==> src/rtl/div_arbiter.sv <==
// Round-robin front end that shares one iterative divider among N_REQ requesters.
// Optional WAIT-state watchdog is enabled by defining DIV_ARB_TIMEOUT_EN.
module div_arbiter #(
    parameter int N_REQ   = 4,
    parameter int WIDTH   = 32,
    parameter int TIMEOUT = 64
) (
    input  logic                   clk,
    input  logic                   reset,
    input  logic [N_REQ-1:0]       req_valid,
    input  logic [N_REQ*WIDTH-1:0] req_a,
    input  logic [N_REQ*WIDTH-1:0] req_b,
    output logic [N_REQ-1:0]       req_ready,
    output logic [N_REQ-1:0]       rsp_valid,
    output logic [WIDTH-1:0]       rsp_q,
    output logic [WIDTH-1:0]       rsp_r,
    output logic                   rsp_err,
    output logic                   busy,
    output logic                   div_start,
    output logic [WIDTH-1:0]       div_a,
    output logic [WIDTH-1:0]       div_b,
    input  logic [WIDTH-1:0]       div_d,
    input  logic [WIDTH-1:0]       div_r,
    input  logic                   div_ok,
    input  logic                   div_err
);

    localparam int IDX_W = $clog2(N_REQ);

    localparam logic [1:0] ST_IDLE  = 2'd0;
    localparam logic [1:0] ST_ISSUE = 2'd1;
    localparam logic [1:0] ST_WAIT  = 2'd2;
    localparam logic [1:0] ST_RESP  = 2'd3;

    if (N_REQ < 2 || N_REQ > 8 || TIMEOUT < 1) begin : g_bad_param
        $error("div_arbiter: unsupported parameter set");
    end

    logic [1:0]       state_r;
    logic [IDX_W-1:0] last_r;
    logic [IDX_W-1:0] owner_r;
    logic             first_wait_r;
    logic             busy_r;
    logic             div_start_r;
    logic [WIDTH-1:0] div_a_r;
    logic [WIDTH-1:0] div_b_r;
    logic [N_REQ-1:0] rsp_valid_r;
    logic [WIDTH-1:0] rsp_q_r;
    logic [WIDTH-1:0] rsp_r_r;
    logic             rsp_err_r;

    logic             grant_found_s;
    logic [IDX_W-1:0] grant_idx_s;
    logic [IDX_W-1:0] cand_s;
    logic [N_REQ-1:0] req_ready_s;
    logic             done_s;
    logic [WIDTH-1:0] a_arr_s [N_REQ];
    logic [WIDTH-1:0] b_arr_s [N_REQ];

`ifdef DIV_ARB_TIMEOUT_EN
    localparam int WD_W = $clog2(TIMEOUT + 1);
    logic [WD_W-1:0] wd_cnt_r;
    logic            timeout_s;
    assign timeout_s = (wd_cnt_r == WD_W'(TIMEOUT - 1));
`endif

    function automatic logic [N_REQ-1:0] onehot(input logic [IDX_W-1:0] idx);
        logic [N_REQ-1:0] v;
        v      = {N_REQ{1'b0}};
        v[idx] = 1'b1;
        return v;
    endfunction

    for (genvar gi = 0; gi < N_REQ; gi++) begin : g_unpack
        assign a_arr_s[gi] = req_a[gi*WIDTH +: WIDTH];
        assign b_arr_s[gi] = req_b[gi*WIDTH +: WIDTH];
    end

    // Round-robin search starting just past the previous grant, wrapping to 0
    always_comb begin
        grant_found_s = 1'b0;
        grant_idx_s   = {IDX_W{1'b0}};
        cand_s        = {IDX_W{1'b0}};
        for (int k = 1; k <= N_REQ; k++) begin
            cand_s = IDX_W'((int'(last_r) + k) % N_REQ);
            if (!grant_found_s && req_valid[cand_s]) begin
                grant_found_s = 1'b1;
                grant_idx_s   = cand_s;
            end else begin
                grant_found_s = grant_found_s;
            end
        end
    end

    // Accept strobe is combinational so the transfer happens in the grant cycle
    always_comb begin
        req_ready_s = {N_REQ{1'b0}};
        if (state_r == ST_IDLE && grant_found_s && !reset) begin
            req_ready_s = onehot(grant_idx_s);
        end else begin
            req_ready_s = {N_REQ{1'b0}};
        end
    end

    // The first WAIT cycle may still see flags left over from a previous op
    assign done_s = (div_ok | div_err) & ~first_wait_r;

    // Sequencer: operand capture, divider handshake and result registration
    always_ff @(posedge clk) begin
        if (reset) begin
            state_r      <= ST_IDLE;
            last_r       <= IDX_W'(N_REQ - 1);
            owner_r      <= {IDX_W{1'b0}};
            first_wait_r <= 1'b0;
            busy_r       <= 1'b0;
            div_start_r  <= 1'b0;
            div_a_r      <= {WIDTH{1'b0}};
            div_b_r      <= {WIDTH{1'b0}};
            rsp_valid_r  <= {N_REQ{1'b0}};
            rsp_q_r      <= {WIDTH{1'b0}};
            rsp_r_r      <= {WIDTH{1'b0}};
            rsp_err_r    <= 1'b0;
`ifdef DIV_ARB_TIMEOUT_EN
            wd_cnt_r     <= {WD_W{1'b0}};
`endif
        end else begin
            div_start_r <= 1'b0;
            rsp_valid_r <= {N_REQ{1'b0}};
            case (state_r)
                ST_IDLE: begin
                    if (grant_found_s) begin
                        owner_r <= grant_idx_s;
                        last_r  <= grant_idx_s;
                        div_a_r <= a_arr_s[grant_idx_s];
                        div_b_r <= b_arr_s[grant_idx_s];
                        busy_r  <= 1'b1;
                        if (b_arr_s[grant_idx_s] == {WIDTH{1'b0}}) begin
                            state_r     <= ST_RESP;
                            rsp_valid_r <= onehot(grant_idx_s);
                            rsp_q_r     <= {WIDTH{1'b0}};
                            rsp_r_r     <= {WIDTH{1'b0}};
                            rsp_err_r   <= 1'b1;
                        end else begin
                            state_r     <= ST_ISSUE;
                            div_start_r <= 1'b1;
                        end
                    end
                end
                ST_ISSUE: begin
                    state_r      <= ST_WAIT;
                    first_wait_r <= 1'b1;
`ifdef DIV_ARB_TIMEOUT_EN
                    wd_cnt_r     <= {WD_W{1'b0}};
`endif
                end
                ST_WAIT: begin
                    first_wait_r <= 1'b0;
                    if (done_s) begin
                        state_r     <= ST_RESP;
                        rsp_valid_r <= onehot(owner_r);
                        if (div_err) begin
                            rsp_q_r   <= {WIDTH{1'b0}};
                            rsp_r_r   <= {WIDTH{1'b0}};
                            rsp_err_r <= 1'b1;
                        end else begin
                            rsp_q_r   <= div_d;
                            rsp_r_r   <= div_r;
                            rsp_err_r <= 1'b0;
                        end
                    end
`ifdef DIV_ARB_TIMEOUT_EN
                    else if (timeout_s) begin
                        state_r     <= ST_RESP;
                        rsp_valid_r <= onehot(owner_r);
                        rsp_q_r     <= {WIDTH{1'b0}};
                        rsp_r_r     <= {WIDTH{1'b0}};
                        rsp_err_r   <= 1'b1;
                    end else begin
                        wd_cnt_r <= wd_cnt_r + WD_W'(1);
                    end
`endif
                end
                ST_RESP: begin
                    state_r <= ST_IDLE;
                    busy_r  <= 1'b0;
                end
                default: begin
                    state_r <= ST_IDLE;
                    busy_r  <= 1'b0;
                end
            endcase
        end
    end

    assign req_ready = req_ready_s;
    assign rsp_valid = rsp_valid_r;
    assign rsp_q     = rsp_q_r;
    assign rsp_r     = rsp_r_r;
    assign rsp_err   = rsp_err_r;
    assign busy      = busy_r;
    assign div_start = div_start_r;
    assign div_a     = div_a_r;
    assign div_b     = div_b_r;

endmodule

==> config.mk <==
export PLATFORM = sky130hd
export DESIGN_NAME = div_arbiter
export DESIGN_NICKNAME = d
export VERILOG_FILES = /design/src/rtl/div_arbiter.sv
export SDC_FILE = /design/constraint.sdc
export NUM_CORES = 1
export LEC_CHECK = 0
export BUFFER_PORTS_ARGS = -buffer_cell sky130_fd_sc_hd__buf_2
export CORE_ASPECT_RATIO = 1.5
export CORE_MARGIN = 3
export CORE_UTILIZATION = 30
export DETAILED_ROUTE_END_ITERATION = 7
export GPL_TIMING_DRIVEN = 0
export SLEW_MARGIN = 25
export SYNTH_ARGS = -nofsm -noshare
export SYNTH_HDL_FRONTEND = slang
export SYNTH_SLANG_ARGS = --single-unit
==> constraint.sdc <==
create_clock -name clk -period 5.9 [get_ports clk]
set_input_delay 1.18 -clock clk [delete_from_list [all_inputs] [get_ports clk]]
set_output_delay 1.18 -clock clk [all_outputs]
set_load 0.05 [all_outputs]
==> run_results.csv <==
group,metric,value,unit
yosys,syn_nets,1705,
cts,root_buffer,"clkbuf_16",
sta,setup_violations,0,
cts,htreeDepth,4,
cts,hold_buffers,0,
die,die_w,156,microns
yosys,synth_compound_area_frac,0.159,
yosys,yosysSeqAreaShare,0.281,
cts,post_cts_resized,0,
yosys,netlist_area,10100,sq um
global_routing,grt-ovfl-total,0,
die,dieHeight,231,microns
die,io_pins,467,
power_and_ir_drop,p_leak,6.27,nW
cells_and_area,nFillCells,3431,
setup_path,worst_path_largest_cell_delay,0.59,ns
global_routing,grt_pass1_vias,12678,
yosys,syn_avg_cell_area,7.35,sq um
place,hpwl,37900,microns
cells_and_area,fin_nets,2189,
detailed_routing,routed_wl,47900,microns
cells_and_area,area_growth,34.5,%
die,initial_core_util,0.307,
yosys,synth_cell_type_count,43,
power_and_ir_drop,vdd_drop_max,0.000204,V
global_routing,track_usage,0.255,
setup_path,crit_path_start_kind,"primary input",
cts,cts_tree,"yes",
worst_hold_path,worstHoldPathCells,2,
worst_hold_path,min_path_type,"reg2reg",
sta,slew_headroom,0.327,
setup_path,reg2reg_from,"last_r[0]$_SDFFE_PP1P_",
sta,setup_tns,0,ns
sta,fin_skew,0.0121,ns
die,core_area,32900,sq um
detailed_routing,remaining_drc_errors,0,
detailed_routing,first_iter_violations,865,
power_and_ir_drop,power.internal,0.00245,W
cells_and_area,seqCellArea,2840,sq um
sta,finalCriticalPeriod,5.22,ns
cts,cts_setup_buffers,0,
setup_path,critPathRequiredTime,4.72,ns
setup_path,slowest_stage,"a221oi_4",
yosys,synthSimpleGateAreaFrac,0.395,
run,drv_cap,0,
outcome,status,"finished clean",
yosys,synth_xor_area_frac,0,
global_routing,grt_pass1_wl,71900,microns
power_and_ir_drop,power_density,336,nW/um^2
worst_hold_path,min_from,"div_b[3]$_SDFFE_PP0P_",
yosys,synth-adder-area-share,0.00371,
sta,drv_slew,0,
cts,clockBufferDepth,2,
yosys,synthMuxAreaShare,0.0836,
sta,worst_pin_slew,1.01,ns
cts,numCtsBuffers,17,
cts,clock_latency,0.45,ns
detailed_routing,routed-via-count,12550,
global_routing,grt_max_degree,17,
global_routing,antenna_found_initial,6,
yosys,synth_seq_cells,142,
cells_and_area,drive_gt1_frac,0.291,
cts,clock_sinks,142,
yosys,synth_top_family_by_area,"simple AND/OR/NAND/NOR gates",
yosys,synth_warnings,0,
sta,fin_crit_sh,0.885,
detailed_routing,wl_per_cell,20.9,microns
detailed_routing,drt_first_pass_iters,8,
power_and_ir_drop,power_frac_comb,0.479,
sta,grt_setup_unrepaired,"no",
power_and_ir_drop,seqPwrFrac,0.258,
power_and_ir_drop,clockPowerShare,0.264,
die,die-area,36000,sq um
sta,fmax,192,MHz
setup_path,path_class,"in2out",
setup_path,r2r_cells,10,
setup_path,r2r_slack,1.72,ns
die,row_count,81,
setup_path,worst_r2r_endpoint,"rsp_r[0]$_SDFFE_PP0P_",
power_and_ir_drop,p_sw,0.00211,W
sta,finalHoldViolCount,0,
power_and_ir_drop,swShare,0.463,
sta,hold_ws,0.454,ns
setup_path,critical_path_arrival,4.04,ns
detailed_routing,ant_nets,0,
cells_and_area,multi_input_area,6480,sq um
place,placement.io_buffers,465,
worst_hold_path,min_to,"div_b[3]$_SDFFE_PP0P_",
yosys,syn_inst,1374,
detailed_routing,post_drt_via_cell_ratio,5.48,
place,gp_congestion,0.966,
cts,clkSlewWorstSetupHoldPaths,0.06,ns
setup_path,endpoint_kind,"primary output",
setup_path,path_cells,"buf_2 -> o21a_2 -> a221oi_4 -> buf_8 -> buf_12 -> buf_8 -> clkbuf_1 -> clkbuf_1 -> nor4_1 -> buf_2",
setup_path,path_max_fanout,10,
cells in the mapped netlist, drive strengths merged:
| cell type | instances | share of area |
|---|---|---|
| a21boi | 1 | 0.00074 |
| nor4 | 20 | 0.012 |
| o211ai | 64 | 0.048 |
| clkbuf | 115 | 0.043 |
| a211o | 1 | 0.00087 |
| and2b | 1 | 0.00099 |
| nor3 | 1 | 0.00099 |
| or3 | 64 | 0.040 |
| or2 | 3 | 0.0019 |
| nand4 | 137 | 0.085 |
| ha | 3 | 0.0037 |
| mux2i | 24 | 0.024 |
| and4 | 2 | 0.0017 |
| buf | 41 | 0.033 |
| and4b | 1 | 0.0014 |
| a221oi | 2 | 0.0035 |
| a221o | 1 | 0.00099 |
| a311oi | 32 | 0.028 |
| nand2b | 68 | 0.042 |
| dfxtp | 142 | 0.28 |
| a2111oi | 1 | 0.0027 |
| and3 | 33 | 0.020 |
| nor2 | 48 | 0.018 |
| o21ai | 4 | 0.0024 |
| o21a | 1 | 0.00087 |
| a31oi | 1 | 0.00062 |
| and2 | 1 | 0.00062 |
| a21oi | 137 | 0.068 |
| nand2 | 261 | 0.097 |
| nand3 | 64 | 0.032 |
| nor2b | 68 | 0.042 |
| mux4 | 24 | 0.059 |
| a211oi | 4 | 0.0030 |
| inv | 4 | 0.0015 |
layer usage:
metal  part of all wire  wire [microns]  vias to the layer above  GRT usage
li1                   -               -                     5981          -
met1               0.37           17600                     5875      0.273
met2               0.53           25400                      596      0.478
met3              0.069            3300                       90     0.0600
met4              0.032            1530                        8     0.0936
met5            0.00092              44                        -          0
logic make-up (layout without fill, tap and decap cells):
kind of cell	count (synthesis)	in the layout
simple gates	772	772
compound gates	249	249
buf+inv	160	657
flops	142	142
mux	48	48
fa+ha+maj	3	3
other cells	0	3
placed cells by master, fill, tap and decap left out, types with 33 or more instances in the layout:
| cell | Yosys | routed |
|---|---|---|
| buf_2 | 9 | 474 |
| nand2_1 | 261 | 261 |
| dfxtp_1 | 142 | 142 |
| nand4_1 | 137 | 137 |
| a21oi_1 | 137 | 137 |
| clkbuf_1 | 115 | 116 |
| nor2b_1 | 68 | 68 |
| nand2b_1 | 68 | 68 |
| o211ai_1 | 64 | 64 |
| or3_1 | 64 | 64 |
| nand3_1 | 64 | 64 |
| nor2_1 | 48 | 48 |
| and3_1 | 33 | 33 |
worst max path at each step:
stage | from | to
after CTS | req_valid[1] | req_ready[0]
after floorplan | req_valid[3] | req_ready[0]
after detailed placement | req_valid[1] | req_ready[0]
after global routing | req_valid[1] | req_ready[0]
after global placement | req_valid[1] | req_ready[0]
final | req_valid[1] | req_ready[0]
power groups by stage:
| stage | sequential [W] | clock [W] | combinational [W] |
|---|---|---|---|
| after global placement | 0.00119 | 0 | 0.00218 |
| after global routing | 0.00119 | 0.00126 | 0.00234 |
| final | 0.00118 | 0.00120 | 0.00218 |
| after floorplan | 0.00162 | 0 | 0.00104 |
| after CTS | 0.00118 | 0.00123 | 0.00219 |
| after detailed placement | 0.00119 | 0 | 0.00219 |
critical path, delay by kind of cell:
| family | cells | cell delay, ns |
|---|---|---|
| AOI/OAI and AO/OA | 2 | 0.83 |
| buffers and inverters | 7 | 1.89 |
| and+or+nand+nor | 1 | 0.10 |
flip-flops by register name, summed over array words and instances, names as in the netlist, 2 cells and up:
name       cells
last_r         2
div_a         32
div_b         32
rsp_r         32
rsp_q         32
rsp_valid      4
state_r        2
owner_r        2
final cells by class:
type | instances | area share
Antenna cell | 3 | 0.000552
Multi-Input combinational cell | 1072 | 0.477
Sequential cell | 142 | 0.209
Clock buffer | 19 | 0.0326
Inverter | 4 | 0.00110
Tap cell | 415 | 0.0382
Buffer | 156 | 0.0563
Clock inverter | 13 | 0.0137
Timing Repair Buffer | 465 | 0.171
stage by stage:
step | instances | utilization | worst slack [ns] | total power, W | instance area (sq um)
2_1_floorplan | 1374 | - | 0.876 | 0.00265 | 10100
3_3_place_gp | 2254 | 0.393 | 0.661 | 0.00337 | 13000
3_5_place_dp | 2254 | 0.393 | 0.640 | 0.00338 | 13000
4_1_cts | 2286 | 0.412 | 0.636 | 0.00459 | 13600
5_1_grt | 2287 | 0.412 | 0.571 | 0.00479 | 13600
6_report | 2289 | 0.413 | 0.679 | 0.00456 | 13600
(Power assumes the default switching activity.)
